`src/rtl/sprite_rom_pkg.sv`:
```
// Shared sizes and types for the sprite ROM arbiter and its round-robin grant logic.
package sprite_rom_pkg;

    localparam int NUM_REQ = 4;
    localparam int COORD_W = 6;
    localparam int COLOR_W = 12;
    localparam int ROM_LAT = 2;

    typedef logic [NUM_REQ-1:0] req_vec_t;
    typedef logic [COORD_W-1:0] coord_t;
    typedef logic [COLOR_W-1:0] color_t;

    // Pointer width; a single requester still gets a 1-bit pointer.
    function automatic int ptr_w(input int n);
        return (n > 1) ? $clog2(n) : 1;
    endfunction

endpackage

```
`src/rtl/sprite_rom_arbiter_rr_arbiter.sv`:
```
// Combinational round-robin pick: first asserted request at or after ptr_i, wrapping.
module rr_arbiter
    import sprite_rom_pkg::ptr_w;
#(
    parameter int NUM_REQ = 4,
    parameter int PTR_W   = ptr_w(NUM_REQ)
) (
    input  logic [NUM_REQ-1:0] req_i,
    input  logic [PTR_W-1:0]   ptr_i,
    input  logic               enable_i,
    output logic [NUM_REQ-1:0] grant_o,
    output logic [PTR_W-1:0]   idx_o
);

    int               cand;
    logic [PTR_W-1:0] cand_idx;
    logic             found;

    always_comb begin
        grant_o  = '0;
        idx_o    = '0;
        found    = 1'b0;
        cand     = 0;
        cand_idx = '0;
        for (int k = 0; k < NUM_REQ; k++) begin
            cand = int'(ptr_i) + k;
            if (cand >= NUM_REQ) begin
                cand = cand - NUM_REQ;
            end
            cand_idx = PTR_W'(cand);
            if (enable_i && !found && req_i[cand_idx]) begin
                grant_o[cand_idx] = 1'b1;
                idx_o             = cand_idx;
                found             = 1'b1;
            end
        end
    end

endmodule

```
`src/rtl/sprite_rom_arbiter.sv`:
```
// Shares one two-cycle sprite ROM among NUM_REQ renderers; tags follow each read so the
// returned color is steered back to its requester with a one-hot strobe.
module sprite_rom_arbiter
    import sprite_rom_pkg::ptr_w;
#(
    parameter int NUM_REQ = sprite_rom_pkg::NUM_REQ,
    parameter int COORD_W = sprite_rom_pkg::COORD_W,
    parameter int COLOR_W = sprite_rom_pkg::COLOR_W,
    parameter int ROM_LAT = sprite_rom_pkg::ROM_LAT
) (
    input  logic                       clk,
    input  logic                       rst_n,
    input  logic                       enable,
    input  logic [NUM_REQ-1:0]         req_valid,
    output logic [NUM_REQ-1:0]         req_ready,
    input  logic [NUM_REQ*COORD_W-1:0] req_x,
    input  logic [NUM_REQ*COORD_W-1:0] req_y,
    output logic                       rom_en,
    output logic [COORD_W-1:0]         rom_x,
    output logic [COORD_W-1:0]         rom_y,
    input  logic [COLOR_W-1:0]         rom_color,
    output logic [NUM_REQ-1:0]         rsp_valid,
    output logic [COLOR_W-1:0]         rsp_color
);

    localparam int PTR_W = ptr_w(NUM_REQ);

    // Handshake: a request transfers on a clock edge where req_valid[i] & req_ready[i];
    // req_ready is one-hot (or zero) and may depend on req_valid; no response backpressure.
    logic [NUM_REQ-1:0] grant;
    logic [PTR_W-1:0]   gnt_idx;
    logic               xfer;

    logic [PTR_W-1:0]   ptr_q, ptr_d;
    logic [COORD_W-1:0] rom_x_q, rom_x_d;
    logic [COORD_W-1:0] rom_y_q, rom_y_d;
    logic [NUM_REQ-1:0] tag_q [ROM_LAT];
    logic [NUM_REQ-1:0] rsp_q;
    logic               in_flight;

    rr_arbiter #(
        .NUM_REQ (NUM_REQ),
        .PTR_W   (PTR_W)
    ) u_rr_arbiter (
        .req_i    (req_valid),
        .ptr_i    (ptr_q),
        .enable_i (enable),
        .grant_o  (grant),
        .idx_o    (gnt_idx)
    );

    assign xfer = |grant;

    always_comb begin
        ptr_d   = ptr_q;
        rom_x_d = rom_x_q;
        rom_y_d = rom_y_q;
        if (xfer) begin
            ptr_d   = (gnt_idx == PTR_W'(NUM_REQ - 1)) ? '0 : gnt_idx + 1'b1;
            rom_x_d = req_x[int'(gnt_idx)*COORD_W +: COORD_W];
            rom_y_d = req_y[int'(gnt_idx)*COORD_W +: COORD_W];
        end
    end

    // Tag stages track the ROM's address and output registers; rsp_q lines up with
    // the cycle in which rom_color holds the data for that tag.
    always_ff @(posedge clk or negedge rst_n) begin
        if (!rst_n) begin
            ptr_q   <= '0;
            rom_x_q <= '0;
            rom_y_q <= '0;
            rsp_q   <= '0;
            for (int s = 0; s < ROM_LAT; s++) begin
                tag_q[s] <= '0;
            end
        end else begin
            ptr_q    <= ptr_d;
            rom_x_q  <= rom_x_d;
            rom_y_q  <= rom_y_d;
            tag_q[0] <= grant;
            for (int s = 1; s < ROM_LAT; s++) begin
                tag_q[s] <= tag_q[s-1];
            end
            rsp_q <= tag_q[ROM_LAT-1];
        end
    end

    always_comb begin
        in_flight = |rsp_q;
        for (int s = 0; s < ROM_LAT; s++) begin
            in_flight = in_flight | (|tag_q[s]);
        end
    end

    assign rom_en    = enable | in_flight;
    assign req_ready = grant;
    assign rom_x     = rom_x_q;
    assign rom_y     = rom_y_q;
    assign rsp_valid = rsp_q;
    assign rsp_color = rom_color;

endmodule
```
`config.mk`:
```
export PLATFORM = sky130hd
export DESIGN_NAME = sprite_rom_arbiter
export DESIGN_NICKNAME = d
export VERILOG_FILES = /design/src/rtl/sprite_rom_pkg.sv /design/src/rtl/sprite_rom_arbiter_rr_arbiter.sv /design/src/rtl/sprite_rom_arbiter.sv
export SDC_FILE = /design/constraint.sdc
export NUM_CORES = 1
export LEC_CHECK = 0
export CAP_MARGIN = 20
export CORE_MARGIN = 2
export CORE_UTILIZATION = 35
export CTS_BUF_LIST = sky130_fd_sc_hd__clkbuf_2
export DETAILED_ROUTE_END_ITERATION = 10
export GPL_TIMING_DRIVEN = 0
export PLACE_DENSITY = 0.77
export SYNTH_ARGS = -nofsm -noshare
export SYNTH_HDL_FRONTEND = slang
export SYNTH_HIERARCHICAL = 1
export SYNTH_SLANG_ARGS = --single-unit
```
`constraint.sdc`:
```
create_clock -name clk -period 3.3 [get_ports clk]
set_clock_uncertainty 0.05 [all_clocks]
set_input_delay 0.66 -clock clk [delete_from_list [all_inputs] [get_ports clk]]
set_output_delay 0.66 -clock clk [all_outputs]
set_load 0.005 [all_outputs]
```
After elaboration in Yosys (flattened, before gate mapping)
Cells that the tools add are included.

storage, ports and cells
  bits in latches = 0
  output and inout bits = 33
  input port bits = 67
  bits in registers = 26
  memories kept = 0
  logic and storage cells = 86
  RAM bits = 0
  bits in read-only memories = 0

operators by class
  $mul = 1
  shift operators = 2
  $add $sub $neg = 8
  bitwise gates (word level) = 6
  reduce and logical (&&, ||, !) cells = 18
  muxes and demuxes = 32
  divide/modulo/power cells = 0
  eq/ne operators = 1
  order comparisons = 12

operators with widths
  kind                 count
  $shiftx 24x32->6     1
  $shiftx 24x6->6      1
  $mux 2               9
  $mux 4               4
  $reduce_or 4->1      4
  $lt 2x3->1 const B   4
  $or 4x4->4           3
  $logic_and 1x1->1    11
  $mux 1               11
  $ge 3x3->1 const B   3
  $bmux 1 s2           4
  $demux 1 s2          4
  $ge 2x1->1 const B   4
  $sub 2x1->2 const B  4
  $add 2x2->3 const B  2
  $mul 2x2->4 const B  1
  $add 2x1->3 const B  1
  $ge 2x3->1 const B   1
  $logic_not 1->1      3
  $or 1x1->1           3
  $add 2x1->2 const B  1
  $eq 2x2->1 const B   1

Longest topological paths before layout
  depth in word-level cells = 20
  gate-level depth with buffers = 12
  gate-level depth less buffers = 10

Hierarchy
The synthesis kept the hierarchy.

modules (own cells, without submodules)
  module              cells each  area an instance (µm²)  times used  sequential area each (µm²)
  sprite_rom_arbiter  75          1268.7                  1           650.6
  rr_arbiter          63          531.8                   1           0.0

Worst setup path after synthesis
OpenSTA, ideal clock, no wires.

  path type = register to register
  start point = register ptr_q[0]
  end point = register rom_x_q[0] (netlist: rom_x[0])
  setup slack = -0.250 ns
  path buffers = 3
  required time = 3.125 ns
  setup time = 0.125 ns
  arrival = 3.375 ns
  clock period less this slack = 3.550 ns
  cell stages (with the launch flop) = 12
  path through = dfrtp_1 buf_6 clkinv_1 ha_1 buf_2 mux4_2 nor2b_1 o21ai_0 a21boi_0 buf_6 mux4_2 mux2_2

on the way
  cells in the longest elaborated chain, start to end = 20
  elaborated cells between the ends (all ways) = 70
  classes of those cells = add/sub (7); mul (1); order compare (12); shift (1); mux (31); bitwise (3); reduce/logical (15)

ends and longest elaborated chain
  item                                              RTL line                                                                  source
  from (decl)                                       sprite_rom_arbiter.sv:34                                                  logic [PTR_W-1:0] ptr_q, ptr_d;
  from (signal assigned)                            sprite_rom_arbiter.sv:77                                                  ptr_q <= ptr_d;
  $ge 2x3->1 / $sub 2x1->2 (equally long branches)  sprite_rom_arbiter_rr_arbiter.sv:27, sprite_rom_arbiter_rr_arbiter.sv:28
  $mux 2                                            sprite_rom_arbiter_rr_arbiter.sv:27                                       if (cand >= NUM_REQ) begin
  $bmux 1 s2                                        sprite_rom_arbiter_rr_arbiter.sv:31                                       if (enable_i && !found && req_i[cand_idx]) begin
  $mux 1 (not written as such)                      sprite_rom_arbiter_rr_arbiter.sv:31
  $logic_and 1x1->1                                 sprite_rom_arbiter_rr_arbiter.sv:31
  $mux 1                                            sprite_rom_arbiter_rr_arbiter.sv:31
  $logic_not 1->1                                   sprite_rom_arbiter_rr_arbiter.sv:31
  $logic_and 1x1->1 (2 in series)                   sprite_rom_arbiter_rr_arbiter.sv:31
  [... 2 more ...]                                  n/a
  $logic_and 1x1->1 (2 in series)                   sprite_rom_arbiter_rr_arbiter.sv:31
  $mux 1                                            sprite_rom_arbiter_rr_arbiter.sv:31
  $logic_not 1->1                                   sprite_rom_arbiter_rr_arbiter.sv:31
  $logic_and 1x1->1 (2 in series)                   sprite_rom_arbiter_rr_arbiter.sv:31
  $mux 2 *                                          sprite_rom_arbiter_rr_arbiter.sv:31
  named net gnt_idx[0]                              sprite_rom_arbiter.sv:31                                                  logic [PTR_W-1:0] gnt_idx;
  $mul 2x2->4 *                                     sprite_rom_arbiter.sv:60                                                  rom_x_d = req_x[int'(gnt_idx)*COORD_W +: COORD_W];
  $shiftx 24x32->6 *                                sprite_rom_arbiter.sv:60
  to (signal assigned)                              sprite_rom_arbiter.sv:78                                                  rom_x_q <= rom_x_d;
  to (decl)                                         sprite_rom_arbiter.sv:35                                                  logic [COORD_W-1:0] rom_x_q, rom_x_d;

The timed path passes the listed nets; every way through them passes the cells marked *. The select of a mux whose other input is x is not followed.
A chain may end at the register's enable or synchronous reset.

Worst setup path in the final report
  start point = register ptr_q[0]
  end point = output port req_ready[0]

on the way
  cells in the longest elaborated chain, start to end = 18
  elaborated cells between the ends (all ways) = 63
  classes of those cells = add/sub (7); order compare (12); mux (27); bitwise (3); reduce/logical (14)

ends and longest elaborated chain
  item                                                  RTL line                             source
  branches (longest 17 deep; another with $add 2x1->3)  n/a
  $mux 4 *                                              sprite_rom_arbiter_rr_arbiter.sv:31
  to (decl)                                             sprite_rom_arbiter.sv:15             output logic [NUM_REQ-1:0] req_ready,

Mark *: on every way between the ends. The select of a mux whose other input is x is not followed.

==> flow_metrics.tcl <==
set metrics [dict create \
    port_buffers 87 \
    stdcell_count 311 \
    synth_area_per_cell_um2 13.0 \
    cts_buffers 3 \
    clkTransAtPathRegs_ps 240 \
    via_per_inst 5.04 \
    antenna_found_initial 0 \
    drt.antenna.violating_nets 0 \
    critical_path_arrival_ps 2480 \
    cts.sinks 26 \
    ys.flop_type "dfrtp_1" \
    grt_max_degree 27 \
    layout_common_cells "clkdlybuf4s50_1 (83), buf_4 (24), dfrtp_1 (24)" \
    drv_cap 0 \
    wl_per_cell_um 14.6 \
    wirelength_um 4550 \
    gp_congestion 0.829 \
    end_kind "output pin" \
    max_freq_mhz 313 \
    diodes 0 \
    pin_count 100 \
    synthArstFlopShare_pct 100 \
    die_area_um2 5730 \
    vias 1567 \
    start_kind "register" \
    synthCells 138 \
    root_buffer "clkbuf_2" \
    fin_crit_ps 3190 \
    hpwl_um 3440 \
    vdd_drop_max_mv 0.363 \
    gr-total-overflow 0 \
    grt_pass1_wl_um 6890 \
    cp.required_ps 2590 \
    status "complete, no violations" \
    rsz0062_at_grt "yes" \
    period_share_pct 96.7 \
    firstDrtPassIters 4 \
    core_um2 5040 \
    fillers 443 \
    synth_top_area_share_pct 36.1 \
    ys_seq_area_share_pct 36.1 \
    synth_area_leaders "dfrtp_1 (36%), mux4_2 (14%), mux2_2 (10%)" \
    placementRows 26 \
    die_width_um 75.7 \
    drive_gt1_share_pct 33.2 \
    ys.warnings.count 6 \
    clk_path_buf_depth 2 \
    grt_usage_pct 15.5 \
    grt_pass1_vias 1583 \
    crit_type "register to output pin" \
    timing.final.ws_setup_ps 108 \
    slew_headroom_pct 58.6 \
    hold_viol 0 \
    p_leak_nw 1.22 \
    ys_ff_latch 26 \
    place_inst 295 \
    synth_area_um2 1800 \
    synth-edff-count 0 \
    drt_iter0_markers 45 \
    hp-class "register to register" \
    layout.nets 318 \
    cp_max_fo 10 \
    synthesis.nets 214 \
    p_per_area_nw_per_um2 793 \
    drcViolationCount 0 \
    syn_to_final_growth_pct 63.5 \
    cts_tree "done" \
    layout_commonest_cell "clkdlybuf4s50_1" \
    initial_core_util_pct 35.7 \
    synth_largest_area_cell "dfrtp_1" \
    tightest_slew_ps 619 \
    dp_slack_ps -581 \
    slew_viol_final 0 \
    die_y_um 75.7 \
    ys_types 33 \
    cts-htree-levels 1 \
    setup_viol 0 \
    clock_latency_ps 350 \
]
## registers in the layout, indices dropped and copies added, names as in the netlist
signal and flops:
tag_q 8, rsp_valid 4, rom_x 6, rom_y 6
ptr_q 2
## layout make-up
type                            instances  area (um2)  share of cell area (%)
Multi-Input combinational cell         91        1030                    35.0
Timing Repair Buffer                  100         956                    32.5
Sequential cell                        26         653                    22.2
Buffer                                 17         144                    4.89
Tap cell                               70        87.6                    2.97
Clock inverter                          1        30.0                    1.02
Inverter                                3        28.8                   0.977
Clock buffer                            3        15.0                   0.510
## kinds of logic (layout without fill, tap and decap cells)
group	count (synthesis)	after routing	share of synthesized area [%]
AOI/OAI and AO/OA	23	23	10.4
adders and majority gates	9	9	6.25
buffers and inverters	21	124	8.48
DFF	26	26	36.1
muxes	34	34	30.6
and+or+nand+nor	25	25	8.13
## critical path: stages (launching register included)
cell,delay (ps)
dfrtp_2,450
buf_8,120
clkinv_8,70
ha_4,280
nor2b_1,140
o211ai_1,220
o22ai_2,110
and3b_2,250
a221o_1,350
clkbuf_2,130
## per-layer routing
layer	track usage, %	vias up	part of all wire [%]
met5	0	-	0
met4	3.51	0	0.46
met3	2.65	2	6.4
met2	29.8	65	53
met1	17.7	769	40
li1	-	731	-
## worst paths after layout
| path | startpoint | endpoint | slack, ps | cells after the start |
|---|---|---|---|---|
| max | ptr_q[0] | req_ready[0] | 110 | 9 |
| min | tag_q[4] | tag_q[0] | 350 | 0 |
| max reg2reg | ptr_q[0] | rom_x[2] | 140 | 12 |
| min reg2reg | tag_q[4] | tag_q[0] | 350 | 0 |
| max in group asynchronous | rst_n | rom_x[2] | 2070 | 2 |
| min in group asynchronous | rst_n | rom_x[0] | 600 | 1 |
## metrics by stage
step	total power [mW]	hold slack [ps]	TNS (ps)	area, um2	utilization, %
CTS	2.29	361	0	2900	57.6
finish	2.33	354	0	2940	58.4
global placement	1.96	307	-7470	2760	54.8
detailed placement	1.99	313	-8220	2760	54.8
floorplan	1.48	304	0	1810	-
global route	2.50	373	-1.53	2940	58.4
## synth_stat cells, types with 3 or more instances
cell and number:
dfrtp_1 26, mux2_2 16, buf_4 13, mux4_2 11
ha_1 9, nor2_1 6, a21boi_1 4, a221o_1 4
nand2_1 4, nand3_1 4, o211ai_1 4, o21ai_0 4
buf_6 3, mux2i_1 3, mux4_1 3, nor2b_1 3
## what timing repair did
item / 4_1_cts / 5_1_grt
setup buffers: 8 / 4
gates cloned: 0 / 0
endpoints found under the hold margin: 0 / 0
setup endpoints to repair: 18 / 15
gates resized for setup: 19 / 7
hold buffers: 0 / 0
pin swaps: 4 / 8
## power breakdown
part,switching [mW],internal (mW)
Combinational,0.654,0.941
Sequential,0.0720,0.471
Clock,0.0911,0.104
Power figures use the tool's default switching activity.
